`config.mk`:
```
export PLATFORM = sky130hd
export DESIGN_NAME = uart8
export DESIGN_NICKNAME = d
export VERILOG_FILES = /design/src/rtl/uart8.sv
export SDC_FILE = /design/constraint.sdc
export NUM_CORES = 1
export LEC_CHECK = 0
export ABC_AREA = 1
export BUFFER_PORTS_ARGS = -buffer_cell sky130_fd_sc_hd__clkbuf_2
export CORE_MARGIN = 2
export CORE_UTILIZATION = 53
export DETAILED_ROUTE_END_ITERATION = 12
export HOLD_SLACK_MARGIN = 0.08
export PLACE_DENSITY = 0.74
export SYNTH_ARGS = -nofsm -noshare
export SYNTH_HDL_FRONTEND = slang
export SYNTH_SLANG_ARGS = --single-unit
```
`constraint.sdc`:
```
create_clock -name clk -period 1.33 [get_ports clk]
set_input_delay 0.0665 -clock clk [delete_from_list [all_inputs] [get_ports clk]]
set_output_delay 0.0665 -clock clk [all_outputs]
set_load 0.02 [all_outputs]
```
`src/rtl/uart8.sv`:
```
// uart8: full-duplex 8N1 UART with an independent transmitter and an oversampling receiver.
// Optional build macro UART8_RX_MAJORITY_EN: every RX sample becomes a 2-of-3 vote around the bit centre.
module uart8 #(
    parameter int CLOCK_RATE         = 12000000,
    parameter int BAUD_RATE          = 9600,
    parameter int RX_OVERSAMPLE_RATE = 16
) (
    input  logic       clk,
    input  logic       reset,
    input  logic       rxEn,
    input  logic       rxIn,
    output logic       rxBusy,
    output logic       rxDone,
    output logic       rxErr,
    output logic [7:0] rxOut,
    input  logic       txEn,
    input  logic       txStart,
    input  logic [7:0] txIn,
    output logic       txBusy,
    output logic       txDone,
    output logic       txOut
);
    localparam int TX_DIV = CLOCK_RATE / BAUD_RATE;
    localparam int RX_DIV = CLOCK_RATE / (BAUD_RATE * RX_OVERSAMPLE_RATE);
    localparam int TX_CW  = (TX_DIV > 1) ? $clog2(TX_DIV) : 1;
    localparam int RX_DW  = (RX_DIV > 1) ? $clog2(RX_DIV) : 1;
    localparam int OS_W   = $clog2(RX_OVERSAMPLE_RATE);
`ifdef UART8_RX_MAJORITY_EN
    localparam int SAMPLE_LAG = 1;
`else
    localparam int SAMPLE_LAG = 0;
`endif
    localparam logic [TX_CW-1:0] TX_LAST    = TX_CW'(TX_DIV - 1);
    localparam logic [RX_DW-1:0] RX_LAST    = RX_DW'(RX_DIV - 1);
    localparam logic [OS_W-1:0]  OS_LAST    = OS_W'(RX_OVERSAMPLE_RATE - 1);
    localparam logic [OS_W-1:0]  START_LAST = OS_W'(RX_OVERSAMPLE_RATE / 2 - 1 + SAMPLE_LAG);

    // ---------------- transmitter ----------------
    typedef enum logic [2:0] {TX_IDLE, TX_START, TX_DATA, TX_STOP, TX_DONE} txState_t;

    txState_t         txStateReg, txStateNext;
    logic [TX_CW-1:0] txCntReg, txCntNext;
    logic [2:0]       txBitReg, txBitNext;
    logic [7:0]       txShiftReg, txShiftNext;
    logic             txOutReg, txOutNext;
    logic             txBusyReg, txBusyNext;
    logic             txDoneReg, txDoneNext;

    always_ff @(posedge clk) begin
        if (reset) begin
            txStateReg <= TX_IDLE;
            txCntReg   <= '0;
            txBitReg   <= '0;
            txShiftReg <= '0;
            txOutReg   <= 1'b1;
            txBusyReg  <= 1'b0;
            txDoneReg  <= 1'b0;
        end else begin
            txStateReg <= txStateNext;
            txCntReg   <= txCntNext;
            txBitReg   <= txBitNext;
            txShiftReg <= txShiftNext;
            txOutReg   <= txOutNext;
            txBusyReg  <= txBusyNext;
            txDoneReg  <= txDoneNext;
        end
    end

    // The line level is registered from the current state, so each bit
    // appears on txOut one clock after the state that owns it is entered.
    always_comb begin
        txStateNext = txStateReg;
        txCntNext   = txCntReg;
        txBitNext   = txBitReg;
        txShiftNext = txShiftReg;
        txOutNext   = 1'b1;
        txBusyNext  = txBusyReg;
        txDoneNext  = txDoneReg;
        if (!txEn) begin
            txStateNext = TX_IDLE;
            txCntNext   = '0;
            txBitNext   = '0;
            txBusyNext  = 1'b0;
            txDoneNext  = 1'b0;
        end else begin
            case (txStateReg)
                TX_IDLE, TX_DONE: begin
                    if (txStart) begin
                        txStateNext = TX_START;
                        txShiftNext = txIn;
                        txCntNext   = '0;
                        txBitNext   = '0;
                        txBusyNext  = 1'b1;
                        txDoneNext  = 1'b0;
                    end
                end
                TX_START: begin
                    txOutNext = 1'b0;
                    if (txCntReg == TX_LAST) begin
                        txCntNext   = '0;
                        txStateNext = TX_DATA;
                    end else begin
                        txCntNext = txCntReg + 1'b1;
                    end
                end
                TX_DATA: begin
                    txOutNext = txShiftReg[0];
                    if (txCntReg == TX_LAST) begin
                        txCntNext   = '0;
                        txShiftNext = {1'b0, txShiftReg[7:1]};
                        txBitNext   = txBitReg + 3'd1;
                        if (txBitReg == 3'd7) begin
                            txStateNext = TX_STOP;
                        end
                    end else begin
                        txCntNext = txCntReg + 1'b1;
                    end
                end
                TX_STOP: begin
                    txOutNext = 1'b1;
                    if (txCntReg == TX_LAST) begin
                        txCntNext   = '0;
                        txStateNext = TX_DONE;
                        txBusyNext  = 1'b0;
                        txDoneNext  = 1'b1;
                    end else begin
                        txCntNext = txCntReg + 1'b1;
                    end
                end
                default: txStateNext = TX_IDLE;
            endcase
        end
    end

    assign txOut  = txOutReg;
    assign txBusy = txBusyReg;
    assign txDone = txDoneReg;

    // ---------------- receiver ----------------
    typedef enum logic [1:0] {RX_IDLE, RX_START, RX_DATA, RX_STOP} rxState_t;

    logic             rxSync1Reg, rxSync2Reg;
    logic [RX_DW-1:0] rxDivReg;
    logic             rxTick;
    logic             rxSample;
    rxState_t         rxStateReg, rxStateNext;
    logic [OS_W-1:0]  rxTickCntReg, rxTickCntNext;
    logic [2:0]       rxBitReg, rxBitNext;
    logic [7:0]       rxShiftReg, rxShiftNext;
    logic [7:0]       rxOutReg, rxOutNext;
    logic             rxBusyReg, rxBusyNext;
    logic             rxDoneReg, rxDoneNext;
    logic             rxErrReg, rxErrNext;

    assign rxTick = (rxDivReg == RX_LAST);

`ifdef UART8_RX_MAJORITY_EN
    // Line values at the two previous ticks; the vote lands one tick after the centre.
    logic [1:0] rxHistReg;
    always_ff @(posedge clk) begin
        if (reset) begin
            rxHistReg <= 2'b11;
        end else if (rxTick) begin
            rxHistReg <= {rxHistReg[0], rxSync2Reg};
        end
    end
    assign rxSample = (rxSync2Reg & rxHistReg[0]) | (rxSync2Reg & rxHistReg[1]) |
                      (rxHistReg[0] & rxHistReg[1]);
`else
    assign rxSample = rxSync2Reg;
`endif

    always_ff @(posedge clk) begin
        if (reset) begin
            rxSync1Reg   <= 1'b1;
            rxSync2Reg   <= 1'b1;
            rxDivReg     <= '0;
            rxStateReg   <= RX_IDLE;
            rxTickCntReg <= '0;
            rxBitReg     <= '0;
            rxShiftReg   <= '0;
            rxOutReg     <= '0;
            rxBusyReg    <= 1'b0;
            rxDoneReg    <= 1'b0;
            rxErrReg     <= 1'b0;
        end else begin
            rxSync1Reg   <= rxIn;
            rxSync2Reg   <= rxSync1Reg;
            rxDivReg     <= rxTick ? '0 : rxDivReg + 1'b1;
            rxStateReg   <= rxStateNext;
            rxTickCntReg <= rxTickCntNext;
            rxBitReg     <= rxBitNext;
            rxShiftReg   <= rxShiftNext;
            rxOutReg     <= rxOutNext;
            rxBusyReg    <= rxBusyNext;
            rxDoneReg    <= rxDoneNext;
            rxErrReg     <= rxErrNext;
        end
    end

    always_comb begin
        rxStateNext   = rxStateReg;
        rxTickCntNext = rxTickCntReg;
        rxBitNext     = rxBitReg;
        rxShiftNext   = rxShiftReg;
        rxOutNext     = rxOutReg;
        rxBusyNext    = rxBusyReg;
        rxDoneNext    = rxDoneReg;
        rxErrNext     = rxErrReg;
        if (!rxEn) begin
            rxStateNext   = RX_IDLE;
            rxTickCntNext = '0;
            rxBitNext     = '0;
            rxBusyNext    = 1'b0;
            rxDoneNext    = 1'b0;
            rxErrNext     = 1'b0;
        end else if (rxTick) begin
            case (rxStateReg)
                RX_IDLE: begin
                    if (!rxSync2Reg) begin
                        rxStateNext   = RX_START;
                        rxTickCntNext = '0;
                        rxBusyNext    = 1'b1;
                        rxDoneNext    = 1'b0;
                        rxErrNext     = 1'b0;
                    end
                end
                RX_START: begin
                    if (rxTickCntReg == START_LAST) begin
                        rxTickCntNext = '0;
                        rxBitNext     = '0;
                        if (rxSample) begin
                            rxStateNext = RX_IDLE;
                            rxBusyNext  = 1'b0;
                        end else begin
                            rxStateNext = RX_DATA;
                        end
                    end else begin
                        rxTickCntNext = rxTickCntReg + 1'b1;
                    end
                end
                RX_DATA: begin
                    if (rxTickCntReg == OS_LAST) begin
                        rxTickCntNext = '0;
                        rxShiftNext   = {rxSample, rxShiftReg[7:1]};
                        rxBitNext     = rxBitReg + 3'd1;
                        if (rxBitReg == 3'd7) begin
                            rxStateNext = RX_STOP;
                        end
                    end else begin
                        rxTickCntNext = rxTickCntReg + 1'b1;
                    end
                end
                RX_STOP: begin
                    if (rxTickCntReg == OS_LAST) begin
                        rxTickCntNext = '0;
                        rxStateNext   = RX_IDLE;
                        rxBusyNext    = 1'b0;
                        if (rxSample) begin
                            rxOutNext  = rxShiftReg;
                            rxDoneNext = 1'b1;
                        end else begin
                            rxErrNext = 1'b1;
                        end
                    end else begin
                        rxTickCntNext = rxTickCntReg + 1'b1;
                    end
                end
                default: rxStateNext = RX_IDLE;
            endcase
        end
    end

    assign rxBusy = rxBusyReg;
    assign rxDone = rxDoneReg;
    assign rxErr  = rxErrReg;
    assign rxOut  = rxOutReg;

endmodule

```
**After elaboration in Yosys (flattened, before gate mapping)**

Cells that the tools add are included.

- Output and inout port bits: 14
- Bits of input ports: 14
- Logic and storage cells: 125
- Bits in registers: 65

- Equal/unequal tests: 26
- Add/subtract/negate cells: 5
- Bitwise gates (word level): 2
- Reductions and logical operators: 27
- Mux-type cells: 47

Operators with widths:

| kind | number |
|---|---|
| 3-bit 2-to-1 mux | 9 |
| 2-bit inequality test (second input constant) | 13 |
| 11-bit 2-to-1 mux | 2 |
| 11-bit one-hot mux with 2 select lines | 1 |
| 5-bit AND reduction | 4 |
| 8-bit 2-to-1 mux | 2 |
| 8-bit one-hot mux with 2 select lines | 1 |
| 1-bit 2-to-1 mux | 12 |
| 2-bit 2-to-1 mux | 6 |
| 4-bit 2-to-1 mux | 3 |
| 3-bit one-hot mux with 2 select lines | 2 |
| 3-bit one-hot mux with 4 select lines | 1 |
| 4-bit one-hot mux with 3 select lines | 1 |
| 4-bit AND reduction | 3 |
| 6-bit AND reduction | 2 |
| 11-bit by 1-bit adder with 11-bit output (second input constant) | 1 |
| 11-bit == test (second input constant) | 1 |
| 1-bit one-hot mux with 2 select lines | 5 |
| 2-bit nonzero test | 5 |
| 2-bit OR reduction | 5 |
| 3-bit == test (second input constant) | 3 |
| 2-bit one-hot mux with 4 select lines | 1 |
| 7-bit by 1-bit adder with 7-bit output (second input constant) | 1 |
| 7-bit == test (second input constant) | 1 |
| other kinds (16) | 22 |

**Logic depth before layout (Yosys ltp)**

Gate-level depths: netlist of the first run.

- Word-level depth: 4
- Gate-level depth with buffers: 11
- Depth with buffers taken out: 10

**Worst setup path after synthesis of the first run**

OpenSTA, ideal clock, no wires.

- Kind: flip-flop to flip-flop
- Start point: register rxDivReg[0]
- End point: register rxShiftReg[3]
- Buffers on the path: 1
- Stages on the path, launching flop included: 10
- Period minus slack after synthesis: 1.477 ns
- Library setup time: 0.119 ns
- Data arrival time: 1.358 ns
- Path slack: -0.147 ns
- Required time: 1.211 ns
- Cells stage by stage: dfxtp_1 -> ha_1 -> inv_1 -> nor2_1 -> nand3_1 -> inv_2 -> nand3_2 -> buf_2 -> o21ai_1 -> a21oi_1

- Cells in the longest elaborated chain, start to end: 2

RTL lines:

| what | RTL line | text |
|---|---|---|
| start, declared | 143 | `logic [RX_DW-1:0] rxDivReg;` |
| start signal, assigned | 189 | `rxDivReg <= rxTick ? '0 : rxDivReg + 1'b1;` |
| 7-bit == test | 155 | `assign rxTick = (rxDivReg == RX_LAST);` |
| 4-bit AND reduction (no line) | -- |  |
| end signal, assigned | 193 | `rxShiftReg <= rxShiftNext;` |
| end, declared | 149 | `logic [7:0] rxShiftReg, rxShiftNext;` |

No other way between the ends.
A chain may end at the register's enable or synchronous reset.

**Worst setup path in the final report of the first run**

- Start point: register rxTickCntReg[1]
- End point: register rxTickCntReg[3]

- Cells in the longest elaborated chain, start to end: 3
- Elaborated cells between the ends (all ways): 6
- Those cells by class: add/sub: 1; eq/ne: 2; mux: 3

RTL lines:

| what | RTL line | text |
|---|---|---|
| start, declared | 147 | `logic [OS_W-1:0] rxTickCntReg, rxTickCntNext;` |
| start signal, assigned | 191 | `rxTickCntReg <= rxTickCntNext;` |
| 4-bit by 1-bit adder with 4-bit output (tied with other cells) | 239, 251, 266 |  |
| 4-bit 2-to-1 mux (on tied branches) | 243, 255, 229 |  |
| 4-bit one-hot mux with 3 select lines (*) | 218 | `case (rxStateReg)` |

Mark *: on every way between the ends. The rest lies on a longest branch, timed or not.

==> metrics.md, run 1 <==
| Metric | Value |
|---|---|
| Net count reported at finish | `572` |
| Violations in the final reports | `negative setup slack` |
| Chip height | `81.07 um` |
| IR drop worst, VDD | `0.7453 mV` |
| Total length of routed wires | `8.711 mm` |
| Setup-violating endpoint count in the final report | `43` |
| Total Power | `4502 uW` |
| Overflow left after global routing | `0` |
| Overall fraction of global-route tracks in use | `25.80%` |
| Synthesized Nets | `479` |
| Worst min-delay path class | `in2reg` |
| Clock transition at path regs | `0.07 ns` |
| Total placed instance area | `3734 um2` |
| Static leakage | `0.002018 uW` |
| Data arrival time at the worst-slack endpoint | `1.70 ns` |
| Via count of the first global-routing pass | `3,106` |
| Distinct cell type count of the synthesized netlist | `33` |
| Initial core utilization | `54.13%` |
| Die area | `6572 um2` |
| Largest buffer count on any clock path | `2` |
| Required @ worst endpoint | `1.56 ns` |
| Post-detailed-route via-to-cell ratio | `5.223` |
| Clock insertion delay at the later pin of the skew report | `0.35 ns` |
| Layout Area Growth over Synthesis | `44.59%` |
| Endpoint class of the critical path | `flip-flop` |
| Number of buffers added by the clock tree synthesis step | `9` |
| Cell taking the most area after synthesis | `sky130_fd_sc_hd__dfxtp_1` |
| Clock tree from TritonCTS | `built` |
| Count of pins on the block boundary | `28` |
| Share of Yosys cell area claimed by the top area cell type | `41.34%` |
| Crit share post-route | `110.0%` |
| Result of the run | `finished with violations` |
| Clock network power share | `39.2%` |
| Core Box Area | `5816 um2` |
| Post-route cell area | `4552 um2` |
| Worst clock skew on the final layout | `0.009498 ns` |
| Total inserted antenna cells | `0` |
| Main area contributors after synthesis | `sky130_fd_sc_hd__dfxtp_1, sky130_fd_sc_hd__nand2_1, sky130_fd_sc_hd__nor2_1` |
| Root Driver | `sky130_fd_sc_hd__clkbuf_8` |
| Biggest fanout along the worst timing path | `3` |
| Antenna violations before repair | `0` |
| Count of input and output buffers | `27` |
| Hold Fails Final Rpt | `0` |
| Category of the worst setup path launch point | `flip-flop` |
| Worst setup startpoint | `rxTickCntReg[1]$_SDFFE_PP0P_` |
| H-tree depth | `3` |
| Max-cap viol count | `0` |
| Netlist area before placement | `3148 um2` |
| Register bit total from synthesis | `65` |
| Switching power total | `1290 uW` |
| Clock Sink Count | `65` |
| Share of power burned in registers | `45.2%` |
| PD cells | `989.0 nW/um2` |
| Max-slew violation count | `0` |
| Number of DRC violations after detailed-routing iteration 0 | `155` |
| Smallest hold slack | `0.1370 ns` |
| Slew headroom | `67.45%` |
| DRC violation count after routing | `0` |
| Syn avg cell area | `6.904 um2` |
| Setup WS post-layout | `-0.1332 ns` |
| Switching part of the total power | `28.67%` |
| Hold path start | `txStart` |
| Routed len/inst | `13.85 um` |
| Placement row count | `28` |
| Synthesis Warnings | `0` |
| Part of the power in combinational logic | `15.6%` |
| Final Critical Period | `1.463 ns` |
| DP HPWL | `4.776 mm` |
| Actual transition at the worst max-transition pin | `0.4831 ns` |
| Class of the most critical setup path | `reg2reg` |
| Achievable frequency | `683.4 MHz` |
| RSZ-0062 raised after global routing | `true` |
| Int Pwr | `3211 uW` |
| Horizontal extent of the die | `81.07 um` |
| Routability-driven placement congestion ratio | `0.8768` |
| Worst flop-to-flop path startpoint | `rxTickCntReg[1]$_SDFFE_PP0P_` |
| Maximum number of pins on one net before global-route repair | `17` |
| Count of vias placed by the detailed router | `3,285` |
| Final standard cell utilization of the core | `78.27%` |
| Count of mapped cells out of synthesis | `456` |
| Total iterations of the first detailed-routing run | `6` |
| Global-route wire length before repair | `13.04 mm` |
| Ratio of cells with drive above 1 in the final layout | `38.63%` |
| Seq/Total Area, Yosys | `41.34%` |
| Number of antenna-violating nets in the routed design | `0` |
## power groups by stage
stage | combinational [uW] | sequential (uW) | clock [uW]
6_report | 701 | 2030 | 1770
5_1_grt | 774 | 2040 | 1850
4_1_cts | 586 | 2030 | 1770
3_5_place_dp | 511 | 2070 | 0
3_3_place_gp | 500 | 2070 | 0
2_1_floorplan | 331 | 2080 | 0
## flip-flops by register name, summed over array words and instances (netlist names), named ones only
| signal | cells |
|---|---|
| rxShiftReg | 8 |
| rxBusy | 1 |
| rxErr | 1 |
| txCntReg | 11 |
| txBitReg | 3 |
| rxDone | 1 |
| rxSample | 1 |
| rxDivReg | 7 |
| rxTickCntReg | 4 |
| rxStateReg | 1 |
| txOut | 1 |
| txDone | 1 |
| txStateReg | 3 |
| txShiftReg | 8 |
| rxOut | 8 |
| txBusy | 1 |
| rxSync1Reg | 1 |
| rxBitReg | 3 |
## cell families after synthesis
kind of cell,count (synthesis),synth area share [%]
XOR/XNOR,3,0.8348
flip-flops,65,41.34
buffers and inverters,78,9.936
adder cells (fa/ha/maj),9,3.577
AO/OA/AOI/OAI,65,10.77
AND/OR/NAND/NOR,236,33.55
## Yosys cell counts
cell / instances
sky130_fd_sc_hd__nand4_1: 6
sky130_fd_sc_hd__nand2_2: 4
sky130_fd_sc_hd__nor4_1: 2
sky130_fd_sc_hd__nand2_1: 107
sky130_fd_sc_hd__nor2_2: 3
sky130_fd_sc_hd__o22ai_1: 1
sky130_fd_sc_hd__o21ai_0: 22
sky130_fd_sc_hd__nor3_1: 5
sky130_fd_sc_hd__buf_2: 4
sky130_fd_sc_hd__buf_6: 2
sky130_fd_sc_hd__xor2_1: 3
sky130_fd_sc_hd__nor2_4: 2
sky130_fd_sc_hd__nor3b_1: 2
sky130_fd_sc_hd__dfxtp_1: 65
sky130_fd_sc_hd__o21ai_1: 5
sky130_fd_sc_hd__or2_2: 2
sky130_fd_sc_hd__a21oi_1: 31
sky130_fd_sc_hd__nor2_1: 74
sky130_fd_sc_hd__inv_1: 61
sky130_fd_sc_hd__nand3_2: 2
sky130_fd_sc_hd__clkinv_1: 1
sky130_fd_sc_hd__nand3b_4: 1
sky130_fd_sc_hd__o21bai_1: 3
sky130_fd_sc_hd__nand3b_1: 1
sky130_fd_sc_hd__o211ai_1: 1
sky130_fd_sc_hd__nand3_1: 19
sky130_fd_sc_hd__or2_1: 3
sky130_fd_sc_hd__nand2_4: 1
sky130_fd_sc_hd__inv_2: 9
sky130_fd_sc_hd__nand3_4: 2
sky130_fd_sc_hd__a31oi_1: 2
sky130_fd_sc_hd__clkbuf_1: 1
sky130_fd_sc_hd__ha_1: 9
## metrics by stage
step                instances   TNS, ns  worst slack [ns]
floorplan                 456  -0.03405          -0.01719
global placement          593   -0.8661          -0.08338
detailed placement        593    -1.784           -0.1041
CTS                       624  -0.03067         -0.009981
global route              629    -5.953           -0.1838
finish                    629    -3.025           -0.1332
## critical path, stage by stage (launching register included)
cell                      delay, ns
sky130_fd_sc_hd__dfxtp_2       0.36
sky130_fd_sc_hd__ha_4          0.16
sky130_fd_sc_hd__buf_6         0.11
sky130_fd_sc_hd__nand3_4       0.09
sky130_fd_sc_hd__nand2_2       0.11
sky130_fd_sc_hd__o21ai_0       0.20
sky130_fd_sc_hd__o21ai_1       0.24
sky130_fd_sc_hd__nor2_1        0.08
## cell usage in the layout, fill, tap and decap left out, types with 7 or more instances in the layout
master                          synthesis  final
sky130_fd_sc_hd__a21oi_1               31     21
sky130_fd_sc_hd__a21oi_2                0     10
sky130_fd_sc_hd__buf_4                  0     40
sky130_fd_sc_hd__buf_6                  2      8
sky130_fd_sc_hd__clkbuf_2               0     26
sky130_fd_sc_hd__clkbuf_8               0     10
sky130_fd_sc_hd__dfxtp_1               65     54
sky130_fd_sc_hd__dfxtp_2                0     10
sky130_fd_sc_hd__dlygate4sd3_1          0     11
sky130_fd_sc_hd__inv_1                 61     57
sky130_fd_sc_hd__inv_2                  9     11
sky130_fd_sc_hd__nand2_1              107     78
sky130_fd_sc_hd__nand2_2                4     24
sky130_fd_sc_hd__nand2_4                1      9
sky130_fd_sc_hd__nand3_1               19      7
sky130_fd_sc_hd__nand3_2                2     10
sky130_fd_sc_hd__nand3_4                2      8
sky130_fd_sc_hd__nor2_1                74     60
sky130_fd_sc_hd__nor2_2                 3     10
sky130_fd_sc_hd__nor2_4                 2      9
sky130_fd_sc_hd__o21ai_0               22     14
## layout make-up
type / instances / area, um2
Sequential cell: 65 / 1318
Clock buffer: 10 / 137.6
Clock inverter: 6 / 65.06
Timing Repair Buffer: 86 / 650.6
Inverter: 71 / 276.5
Fill cell: 385 / 1264
Tap cell: 75 / 93.84
Multi-Input combinational cell: 316 / 2011
## path summary, 6_finish.rpt
path / endpoint / slack (ns) / depth (start not counted)
setup / recovery: rxTickCntReg[3]$_SDFFE_PP0P_ / -0.13 / 7
hold / removal: txBusy$_SDFFE_PP0P_ / 0.14 / 5
setup reg to reg: rxTickCntReg[3]$_SDFFE_PP0P_ / -0.13 / 7
hold reg to reg: rxSample$_SDFF_PP1_ / 0.44 / 1
## layer usage
layer	vias up	GRT usage [%]	wire (um)
met5	-	0	0
met2	102	45.29	4479
met3	32	7.111	422
li1	1628	-	-
met4	0	13.39	257
met1	1523	28.34	3552
## timing repair
action                                 4_1_cts  5_1_grt
setup endpoints to repair                   46       56
hold buffers                                11        0
pin swaps                                   14       22
buffers inserted                             1        6
resized for setup                           45       76
endpoints found under the hold margin       10        0
gates cloned                                 3        0
Power figures use the tool's default switching activity.
==> inputs of run 2 (changes only) <==
--- a/config.mk
+++ b/config.mk
@@ -10,6 +10,7 @@
 export CORE_MARGIN = 2
 export CORE_UTILIZATION = 53
 export DETAILED_ROUTE_END_ITERATION = 12
+export GPL_TIMING_DRIVEN = 0
 export HOLD_SLACK_MARGIN = 0.08
 export PLACE_DENSITY = 0.74
 export SYNTH_ARGS = -nofsm -noshare
==> run 2 against run 1 <==
Effect of this change:
- the flow still finishes with violations (negative setup slack)
- final area decreased by 1.1%
- worst setup slack worse by 0.024 ns
- global-route usage is 2.6 points lower
- sequential share of layout area grew 0.55 points
- non-clock buffer count is 7 lower
- first-iteration DRC count is 3.2% lower
- clock power increased by 10%
- count of clock-buffer cells in the layout is 1 lower
- largest cell class unchanged
- highest routed layer unchanged
==> metrics.md, run 2 (synthesis results as in run 1) <==
| Metric | Value |
|---|---|
| Data arrival time at the worst-slack endpoint | `1.77 ns (+0.07 ns)` |
| Count of input and output buffers | `27 (unchanged)` |
| Routed len/inst | `13.25 um (-4.3%)` |
| Root Driver | `sky130_fd_sc_hd__clkbuf_8` |
| Total placed instance area | `3458 um2 (-7.4%)` |
| Core Box Area | `5816 um2 (unchanged)` |
| Setup WS post-layout | `-0.1577 ns (-0.02450 ns)` |
| Number of antenna-violating nets in the routed design | `0 (unchanged)` |
| Number of placed cells counting well taps | `558 (-5.9%)` |
| Required @ worst endpoint | `1.61 ns (+0.05 ns)` |
| Hold Fails Final Rpt | `0 (unchanged)` |
| Overall fraction of global-route tracks in use | `23.19% (-2.6 points)` |
| Net count reported at finish | `562 (-1.7%)` |
| Violations in the final reports | `negative setup slack` |
| Most common cell after layout, fill and taps aside | `sky130_fd_sc_hd__nand2_1` |
| Post-detailed-route via-to-cell ratio | `5.131 (-1.8%)` |
| Largest Register | `txCntReg` |
| Maximum number of pins on one net before global-route repair | `14 (-3)` |
| Cell depth of the worst hold path | `5 (unchanged)` |
| Count of vias placed by the detailed router | `3,176 (-3.3%)` |
| Total iterations of the first detailed-routing run | `4 (-2)` |
| Overflow left after global routing | `0 (unchanged)` |
| Global-route wire length before repair | `11.79 mm (-9.6%)` |
| Layout filler cell count | `386 (+0.26%)` |
| PD cells | `1041 nW/um2 (+5.2%)` |
| Number of buffers added by the clock tree synthesis step | `9 (unchanged)` |
| Final standard cell utilization of the core | `77.39% (-0.88 points)` |
| IR drop worst, VDD | `0.7169 mV (-3.8%)` |
| Cell Count, Final, Fillers Out | `619 (-1.6%)` |
| Total inserted antenna cells | `0 (unchanged)` |
| Biggest fanout along the worst timing path | `5 (+2)` |
| Worst clock skew on the final layout | `0.01005 ns (+0.0005557 ns)` |
| RSZ-0062 raised after global routing | `true` |
| Worst min-delay path class | `in2reg` |
| Max-cap viol count | `0 (unchanged)` |
| Horizontal extent of the die | `81.07 um (unchanged)` |
| Clock transition at path regs | `0.08 ns (about the same)` |
| Routability-driven placement congestion ratio | `0.8486 (-3.2%)` |
| Total length of routed wires | `8.203 mm (-5.8%)` |
| H-tree depth | `3 (unchanged)` |
| Layout Area Growth over Synthesis | `42.97%` |
| Register cell area after layout | `1328 um2 (+0.76%)` |
| DRC violation count after routing | `0 (unchanged)` |
| Category of the worst setup path launch point | `flip-flop` |
| Static leakage | `0.001991 uW (-1.4%)` |
| Achievable frequency | `672.2 MHz (-1.6%)` |
| Antenna violations before repair | `0 (unchanged)` |
| Initial core utilization | `54.13% (unchanged)` |
| Worst R2R Setup Slack | `-0.16 ns (-0.02 ns)` |
| Actual transition at the worst max-transition pin | `0.4389 ns (-0.04419 ns)` |
| Count of pins on the block boundary | `28 (unchanged)` |
| Endpoint class of the critical path | `flip-flop` |
| Area of the multi-input gates | `1949 um2 (-3.0%)` |
| Via count of the first global-routing pass | `2,807 (-9.6%)` |
| Total Negative Setup Slacks | `-3.461 ns (-0.4362 ns)` |
| Slew headroom | `70.74% (+3.3 points)` |
| Placement row count | `28 (unchanged)` |
| Largest buffer count on any clock path | `2 (unchanged)` |
| Crit share post-route | `111.9% (+1.8 points)` |
| Setup-violating endpoint count in the final report | `38 (-12%)` |
| Class of the most critical setup path | `reg2reg` |
| Chip height | `81.07 um (unchanged)` |
| Highest-count cells in the layout ignoring fill and taps | `sky130_fd_sc_hd__nand2_1, sky130_fd_sc_hd__nor2_1, sky130_fd_sc_hd__inv_1, sky130_fd_sc_hd__dfxtp_1, sky130_fd_sc_hd__clkbuf_2` |
| End point of the worst hold path | `txShiftReg[3]$_SDFFE_PP0P_` |
| Logic depth of the worst register-to-register path | `9 (+2)` |
| Number of flip-flops under the largest register name | `11 (unchanged)` |
| Total Power | `4684 uW (+4.0%)` |
| Final Critical Period | `1.488 ns (+0.02450 ns)` |
| Post-route cell area | `4501 um2 (-1.1%)` |
| Clock insertion delay at the later pin of the skew report | `0.36 ns (about the same)` |
| Die area | `6572 um2 (unchanged)` |
| Result of the run | `finished with violations` |
| Max-slew violation count | `0 (unchanged)` |
| Ratio of cells with drive above 1 in the final layout | `36.58% (-2.0 points)` |
| Clock tree from TritonCTS | `built` |
| Clock Sink Count | `65 (unchanged)` |
| DP HPWL | `4.469 mm (-6.4%)` |
| Number of DRC violations after detailed-routing iteration 0 | `150 (-3.2%)` |
| Hold path start | `txIn[3]` |
-- run 2: area by class of cell --
class / count / area share (%)
buffer: 7 / 1.307
clock buffer: 9 / 2.752
clock inverter: 7 / 2.280
inverter: 71 / 6.200
multi-input combinational: 313 / 43.31
sequential: 65 / 29.50
tap: 75 / 2.085
timing repair buffer: 72 / 12.57
-- run 2: worst max-delay path by stage --
stage	to	slack [ns]	depth (start not counted)
after detailed placement	rxOut[1]$_SDFFE_PP0P_	-0.18	9
after CTS	rxOut[5]$_SDFFE_PP0P_	-0.1	9
after floorplan	rxShiftReg[4]$_SDFFE_PP0P_	-0.02	9
final	flip-flop	-0.16	9
after global routing	flip-flop	-0.26	10
after global placement	rxOut[4]$_SDFFE_PP0P_	-0.16	9
-- run 2: critical path, cell delays in order (launching register included) --
cell	delay, ns
sky130_fd_sc_hd__dfxtp_1	0.42
sky130_fd_sc_hd__inv_1	0.15
sky130_fd_sc_hd__nor2_4	0.16
sky130_fd_sc_hd__buf_4	0.15
sky130_fd_sc_hd__nand2_1	0.07
sky130_fd_sc_hd__nand2_1	0.14
sky130_fd_sc_hd__nor2_4	0.06
sky130_fd_sc_hd__nand3_2	0.07
sky130_fd_sc_hd__nand2_1	0.07
sky130_fd_sc_hd__a21oi_1	0.13
-- run 2: power breakdown --
group | total [uW] | internal (uW) | switching [uW]
clock network | 1950 | 1070 | 876
logic | 698 | 280 | 418
registers | 2040 | 2000 | 36.0
total | 4680 | 3350 | 1330
-- run 2: per-stage QoR --
stage | setup slack (ns) | hold slack, ns
global placement | -0.1589 | 0.2491
global route | -0.2630 | 0.1423
CTS | -0.09686 | 0.08896
detailed placement | -0.1816 | 0.2517
floorplan | -0.01719 | 0.1703
finish | -0.1577 | 0.1224
-- run 2: timing repair --
| action | CTS | global route |
|---|---|---|
| buffers inserted | 17 | 17 |
| cloned | 2 | 0 |
| pin swaps | 12 | 29 |
| hold endpoints to repair | 9 | 0 |
| hold buffers | 10 | 0 |
| resized for setup | 39 | 91 |
| setup endpoints to repair | 47 | 57 |
-- run 2: routing by layer --
metal	global-route usage (%)	vias up	share of wire, %
met1	27.48	1490	40
li1	-	1597	-
met5	0	-	0
met2	39.67	67	53
met4	10.85	0	2.5
met3	5.333	22	3.8
